File: config.mk
export PLATFORM = sky130hd
export DESIGN_NAME = pipe_register
export DESIGN_NICKNAME = d
export VERILOG_FILES = /design/src/rtl/pipe_register.sv
export SDC_FILE = /design/constraint.sdc
export NUM_CORES = 1
export LEC_CHECK = 0
export BUFFER_PORTS_ARGS = -buffer_cell sky130_fd_sc_hd__clkbuf_2
export CAP_MARGIN = 20
export CORE_MARGIN = 2
export CORE_UTILIZATION = 57
export CTS_CLUSTER_DIAMETER = 150
export DETAILED_ROUTE_END_ITERATION = 10
export PLACE_DENSITY_LB_ADDON = 0.1
export SYNTH_ARGS = -nofsm -noshare
export SYNTH_HDL_FRONTEND = slang
export SYNTH_SLANG_ARGS = --single-unit
File: constraint.sdc
create_clock -name clk -period 3.3 [get_ports clk]
set_input_delay 0.165 -clock clk [delete_from_list [all_inputs] [get_ports clk]]
set_output_delay 0.165 -clock clk [all_outputs]
set_load 0.02 [all_outputs]
File: src/rtl/pipe_register.sv
// Elastic valid/ready register pipeline of DEPTH stages. Bubbles collapse
// through a combinational ready chain, so a ready consumer sees one word per cycle.
module pipe_register #(
    parameter int WIDTH = 8,
    parameter int DEPTH = 3,
    parameter int CNT_W = $clog2(DEPTH + 1)
) (
    input  logic             clk,
    input  logic             rst,
    input  logic             flush,
    input  logic             in_valid,
    output logic             in_ready,
    input  logic [WIDTH-1:0] in_data,
    output logic             out_valid,
    input  logic             out_ready,
    output logic [WIDTH-1:0] out_data,
    output logic [CNT_W-1:0] count
);

    logic [DEPTH-1:0] v_r;
    logic [WIDTH-1:0] d_r    [DEPTH];
    logic [CNT_W-1:0] count_r;

    logic [DEPTH:0]   r_s;
    logic [DEPTH-1:0] up_v_s;
    logic [WIDTH-1:0] up_d_s [DEPTH];
    logic             in_xfer_s;
    logic             out_xfer_s;

    // Occupancy update; at most one push and one pop per edge, so no overflow.
    function automatic logic [CNT_W-1:0] count_next(
        input logic [CNT_W-1:0] cur,
        input logic             push,
        input logic             pop
    );
        logic [CNT_W-1:0] push_w;
        logic [CNT_W-1:0] pop_w;
        push_w = {{(CNT_W-1){1'b0}}, push};
        pop_w  = {{(CNT_W-1){1'b0}}, pop};
        return cur + push_w - pop_w;
    endfunction

    // Ready chain from the consumer back to the producer.
    always_comb begin
        r_s        = '0;
        r_s[DEPTH] = out_ready;
        for (int i = DEPTH - 1; i >= 0; i--) begin
            r_s[i] = ~v_r[i] | r_s[i+1];
        end
    end

    // Upstream view of each stage: stage 0 sees the producer, others the previous stage.
    always_comb begin
        up_v_s    = '0;
        up_v_s[0] = in_valid;
        up_d_s[0] = in_data;
        for (int i = 1; i < DEPTH; i++) begin
            up_v_s[i] = v_r[i-1];
            up_d_s[i] = d_r[i-1];
        end
    end

    // Handshake qualifiers; flush blocks the producer but not the consumer.
    always_comb begin
        in_ready   = r_s[0] & ~flush;
        in_xfer_s  = in_valid & in_ready;
        out_xfer_s = v_r[DEPTH-1] & out_ready;
    end

    // Stage valid bits: cleared by reset or flush, otherwise advance when ready.
    always_ff @(posedge clk or posedge rst) begin
        if (rst) begin
            v_r <= '0;
        end else if (flush) begin
            v_r <= '0;
        end else begin
            for (int i = 0; i < DEPTH; i++) begin
                if (r_s[i]) begin
                    v_r[i] <= up_v_s[i];
                end else begin
                    v_r[i] <= v_r[i];
                end
            end
        end
    end

    // Stage data: only loaded when a valid word moves in; flush leaves data untouched.
    always_ff @(posedge clk or posedge rst) begin
        if (rst) begin
            for (int i = 0; i < DEPTH; i++) begin
                d_r[i] <= '0;
            end
        end else if (flush) begin
            for (int i = 0; i < DEPTH; i++) begin
                d_r[i] <= d_r[i];
            end
        end else begin
            for (int i = 0; i < DEPTH; i++) begin
                if (r_s[i] && up_v_s[i]) begin
                    d_r[i] <= up_d_s[i];
                end else begin
                    d_r[i] <= d_r[i];
                end
            end
        end
    end

    // Live occupancy count; a pop during flush is still consumed, count simply restarts.
    always_ff @(posedge clk or posedge rst) begin
        if (rst) begin
            count_r <= '0;
        end else if (flush) begin
            count_r <= '0;
        end else begin
            count_r <= count_next(count_r, in_xfer_s, out_xfer_s);
        end
    end

    // Output side is driven straight from the last stage registers.
    always_comb begin
        out_valid = v_r[DEPTH-1];
        out_data  = d_r[DEPTH-1];
        count     = count_r;
    end

endmodule

# Word-level counts from Yosys, hierarchy flattened
# Index checks and enable logic that the tools add are counted.
dict set report totals {
  wordCells 33
  ff_bits 29
  input_bits 13
  out_inout_bits 12
}
dict set report op_classes {
  reduce_logical 9
  addsub 2
  bitwise_logic 10
  muxes 5
}
# cell count
set ops {}
lappend ops {{$reduce_and A2 Y1} 3}
lappend ops {{$reduce_bool A2 Y1} 3}
lappend ops {{$not A1 Y1} 4}
lappend ops {{$and A1 B1 Y1} 3}
lappend ops {{$logic_and A1 B1 Y1} 3}
lappend ops {{$mux W1} 3}
lappend ops {{$mux W3} 1}
lappend ops {{$or A1 B1 Y1} 3}
lappend ops {{$add A2 B1 Y2} 1}
lappend ops {{$mux W2} 1}
lappend ops {{$sub A2 B1 Y2} 1}

# Depth between registers and ports, before layout
dict set report logic_depth {
  word_depth 9
  ltp_mapped 9
  ltp_nobuf 7
}

# Worst setup path after synthesis
# OpenSTA, ideal clock, no wires.
dict set report synth_timing {
  path_kind {register -> register}
  start {register v_r[2]}
  end {register count_r[0], in the netlist count[0]}
  setup_ns 0.135
  t_arrival_ns 1.875
  stages_incl_launch_ff 9
  synth_period_minus_slack_ns 2.010
  slack_ns 1.290
  required_time_ns 3.165
  n_path_buf 2
  cell_sequence {dfrtp_1 > nor2b_4 > buf_6 > a311o_1 > buf_6 > ha_1 > inv_1 > ha_1 > nor2b_1}
}
dict set report synth_between {
  elab_chain_cells 9
  elab_cells_between_ends 10
  classes_between {2 x add/sub; 1 x mux; 7 x bitwise}
}
# item line
set synth_rtl {}
lappend synth_rtl {{from (decl)} 20} ;# logic [DEPTH-1:0] v_r;
lappend synth_rtl {{from (signal, indexed assignment)} 79} ;# v_r[i] <= up_v_s[i];
lappend synth_rtl {{from (signal, indexed assignment)} 81} ;# v_r[i] <= v_r[i];
lappend synth_rtl {{$not A1 Y1} 48} ;# r_s[i] = ~v_r[i] | r_s[i+1];
lappend synth_rtl {{$or A1 B1 Y1 (3 in a row)} 48}
lappend synth_rtl {{$and A1 B1 Y1} 65} ;# in_ready = r_s[0] & ~flush;
lappend synth_rtl {{$and A1 B1 Y1} 66} ;# in_xfer_s = in_valid & in_ready;
lappend synth_rtl {{$add A2 B1 Y2} 40} ;# return cur + push_w - pop_w;
lappend synth_rtl {{$sub A2 B1 Y2 (*)} 40}
lappend synth_rtl {{$mux W2 (*)} 112} ;# end else if (flush) begin
lappend synth_rtl {{to (signal assigned)} 115} ;# count_r <= count_next(count_r, in_xfer_s, out_xfer_s);
lappend synth_rtl {{to (decl)} 22} ;# logic [CNT_W-1:0] count_r;
# Mark *: on every way between the ends. The rest lies on a longest branch, timed or not.
# A chain may end at the register's enable or synchronous reset.

# Final worst setup path
# Same ends and word-level chain as after synthesis.

==> out/results.md <==
| Group | Item | Value |
|:---|:---|:---|
| yosys | Top cell type's share of synthesized area | 56.5% |
| timing | Worst slew pin tran | 586 ps |
| final layout | Commonest cells after routing, fill and taps aside | dfrtp_1, clkbuf_2, mux2_2, mux2_4 |
| floorplan | Overall die area | 2650 um^2 |
| clock network | TritonCTS clock tree | done |
| critical path | Required @ worst endpoint | 3500 ps |
| final layout | Antenna cell count | 0 |
| yosys | Number of standard cells after synthesis | 87 |
| final layout | Area growth from synthesis to layout | 11.4% |
| global routing | Initial antenna violation count | 0 |
| clock network | Number of gates given a new drive strength after cts | 0 |
| yosys | Largest family of logic cells by synthesized area | multiplexers |
| timing | Headroom to the max-slew limit | 60.9% |
| timing | Final critical-path required period | 2030 ps |
| timing | Max-slew violation total from the final report | 0 |
| yosys | Multiplexer share of the synthesized area | 23.4% |
| critical path | Setup CP Type | reg -> reg |
| timing | Unrepaired setup endpoints after global routing | false |
| timing | Maximum frequency from static timing analysis | 0.492 GHz |
| timing | Worst setup margin | 1270 ps |
| yosys | Synthesized cell area | 1280 um^2 |
| final layout | Register area | 726 um^2 |
| final layout | Fraction of final layout cells with drive strength greater than 1 | 55.0% |
| critical path | Capturing element type of the critical path | flop |
| floorplan | Io pins | 25 |
| routing | Final routed DRC violation total | 0 |
| clock network | Maximum clock path buffer count | 2 |
| timing | Total count of hold-check failures in the final report | 0 |
| final layout | Most common cell after layout, fill and taps aside | dfrtp_1 |
| floorplan | Die width | 51.5 um |
| pwr | Worst ir drop on vdd | 0.435 mV |
| pwr | Share of power burned in registers | 53.2% |
| final layout | Total number of nets in the final design | 123 |
| global routing | Overflow after GRT | 0 |
| timing | Share of the cycle needed by the critical path after routing | 61.6% |
| routing | Post-detailed-route via-to-cell ratio | 5.01 |
| clock network | Cts bufs inserted | 5 |
| routing | Iteration-0 DRC Markers | 5 |
| yosys | Share of synthesized cell area in and, or, nand and nor gates | 5.07% |
| critical path | Largest fanout of any net on the critical path | 9 |
| min path | Worst hold path class | in -> reg |
| place | Number of placed cells counting well taps | 127 |
| floorplan | Y dimension of the die | 51.5 um |
| yosys | Mean instance size in the synthesized netlist | 14.8 um^2 |
| critical path | Crit path from | v_r[2] |
| routing | Router iterations before antenna repair | 2 |
| timing | Clock skew | 8.23 ps |
| pwr | Leakage | 0.721 nW |
| pwr | Sw frac | 29.7% |
| critical path | Critical path cell sequence | nor2b_4 -> a311o_1 -> ha_1 -> inv_1 -> ha_1 -> nor2b_1 |
| global routing | Number of global-route vias before repair | 720 |
| routing | Wire length reported by the detailed router | 1.87 mm |
| floorplan | Number of rows in the core area | 17 |
| yosys | Complex-gate fraction of the synthesized area | 2.92% |
| global routing | Largest net degree at the start of global routing | 30 |
| clock network | Post-CTS clock slew at the launch and capture registers of the worst setup and hold paths | 90 ps |
| clock network | Root buffer selected by CTS | clkbuf_4 |
| run | Max-cap violation count | 0 |
| yosys | Leading post-synthesis cells by cell area | dfrtp_1, mux2_2, mux2_4 |
| clock network | Maximum level of the CTS H-tree | 2 |
| global routing | Overall track demand over capacity in global routing | 18.0% |
| pwr | Comb power frac | 25.4% |
| yosys | Share of synthesized area occupied by flip-flops and latches | 56.5% |
| min path | Beginning of the worst hold path | in_data[7] |
| yosys | Net Count, Synth | 102 |
| timing | Number of setup violations in the final report | 0 |
| clock network | Insertion delay to the later sink of the worst-skew pair | 310 ps |
| routing | Number of routed nets with antenna violations | 0 |
| routing | Routed WL per cell | 13.6 um |
| critical path | Data arrival time at the worst-slack endpoint | 2240 ps |
| critical path | R2r startpoint | v_r[2] |
| global routing | Global-route wire length before repair | 3.21 mm |
| yosys | Number of synthesized register bits | 29 |
| place | Final RePlAce weighted congestion | 0.642 |
| final layout | Layout fillers | 179 |
| yosys | Fraction of the mapped netlist area in adder cells | 1.95% |
| critical path | Critical path launch point type | flop |
| routing | Routed via count | 686 |
| critical path | Highest-delay cell along the critical path | a311o_1 |
| critical path | Critical path's most frequent cell | ha_1 |
| status | Status | completed |
| floorplan | Core outline area | 2170 um^2 |
| pwr | Net Switching | 270 uW |
| yosys | Library cell with the largest summed area after synthesis | dfrtp_1 |
| yosys | Post-synthesis share of cell area spent on xor and xnor gates | 1.36% |
| place | Worst-case setup slack after placement | 1270 ps |
| yosys | Count of yosys warnings during synthesis | 0 |
| critical path | Critical Path Max Stage Delay | 580 ps |
| final layout | Area taken by multi-input logic gates | 445 um^2 |
| pwr | Relative contribution of the clock network to total power | 21.4% |
| timing | Setup TNS | 0 ps |
| floorplan | Starting density of the core | 59.2% |
| pwr | P per Cell Area | 636 nW/um^2 |
| yosys | Synth cell types | 19 |
| clock network | TritonCTS sink count | 29 |
| pwr | Internal Dissipation | 640 uW |
| final layout | Number of standard cells in the layout, taps in and fillers out | 137 |
| place | Buffers on Ports | 24 |
==> stage by stage <==
| stage | area (um^2) | hold WS [ps] | total power [mW] | util, % |
|---|---|---|---|---|
| finish | 1430 | 78.9 | 0.909 | 65.9 |
| global route | 1430 | 61.8 | 0.965 | 65.9 |
| CTS | 1390 | 62.2 | 0.917 | 64.2 |
| detailed placement | 1340 | 403 | 0.722 | 61.8 |
| global placement | 1340 | 403 | 0.711 | 61.8 |
| floorplan | 1280 | 243 | 0.709 | - |
==> power by group through the flow <==
stage | Combinational, mW | Sequential (mW) | Clock (mW)
floorplan | 0.226 | 0.483 | 0
finish | 0.231 | 0.484 | 0.195
global route | 0.254 | 0.495 | 0.216
global placement | 0.224 | 0.488 | 0
CTS | 0.230 | 0.485 | 0.202
detailed placement | 0.230 | 0.492 | 0
==> per-layer routing <==
layer	routed length (um)	track usage, %
met1	757	20.1
met3	95	8.19
met4	27	9.21
met5	0	0
met2	989	28.6
==> cells in the mapped netlist <==
| master | count |
|---|---|
| a211o_2 | 1 |
| a21oi_1 | 1 |
| a311o_1 | 1 |
| a31oi_1 | 2 |
| and2_2 | 1 |
| buf_4 | 8 |
| buf_6 | 3 |
| clkbuf_1 | 1 |
| dfrtp_1 | 29 |
| ha_1 | 2 |
| inv_1 | 4 |
| mux2_2 | 16 |
| mux2_4 | 8 |
| nor2_1 | 5 |
| nor2b_1 | 1 |
| nor2b_4 | 1 |
| nor3b_4 | 1 |
| xnor2_1 | 1 |
| xor2_1 | 1 |
==> worst paths after layout <==
kind / end / slack, ps / cells after the start
setup / recovery: count[0] / 1270 / 6
hold / removal: d_r[23] / 80 / 2
setup reg to reg: count[0] / 1270 / 6
hold reg to reg: d_r[8] / 500 / 1
max in group asynchronous: d_r[9] / 2560 / 4
min in group asynchronous: v_r[2] / 320 / 3
==> layout make-up <==
type | count | share of cell area [%]
Multi-Input combinational cell | 42 | 31.1
Tap cell | 28 | 2.45
Clock inverter | 2 | 0.700
Sequential cell | 29 | 50.7
Timing Repair Buffer | 26 | 11.0
Clock buffer | 6 | 2.89
Inverter | 4 | 1.05
==> what timing repair did <==
| item | in CTS | in global routing |
|---|---|---|
| setup buffers | 0 | 0 |
| hold endpoints to repair | 0 | 5 |
| setup endpoints to repair | 0 | 0 |
| hold buffers | 0 | 1 |
==> worst max-delay path, delay by kind of cell, from the launching register on <==
family | cells | cell delay (ps)
and+or+nand+nor | 2 | 370
AOI/OAI and AO/OA | 1 | 580
adders and majority gates | 2 | 540
DFF | 1 | 370
buffers and inverters | 1 | 60
==> kinds of logic after synthesis <==
logic type | Yosys count
flops | 29
mux | 24
buf+inv | 16
simple gates | 9
compound gates | 5
xor+xnor | 2
fa+ha+maj | 2
==> sequential cells by signal, indices dropped and copies added, names as in the netlist <==
signal / cells
v_r: 3
out_data: 8
count: 2
d_r: 16
No activity file was read; power rests on OpenSTA's default activity.
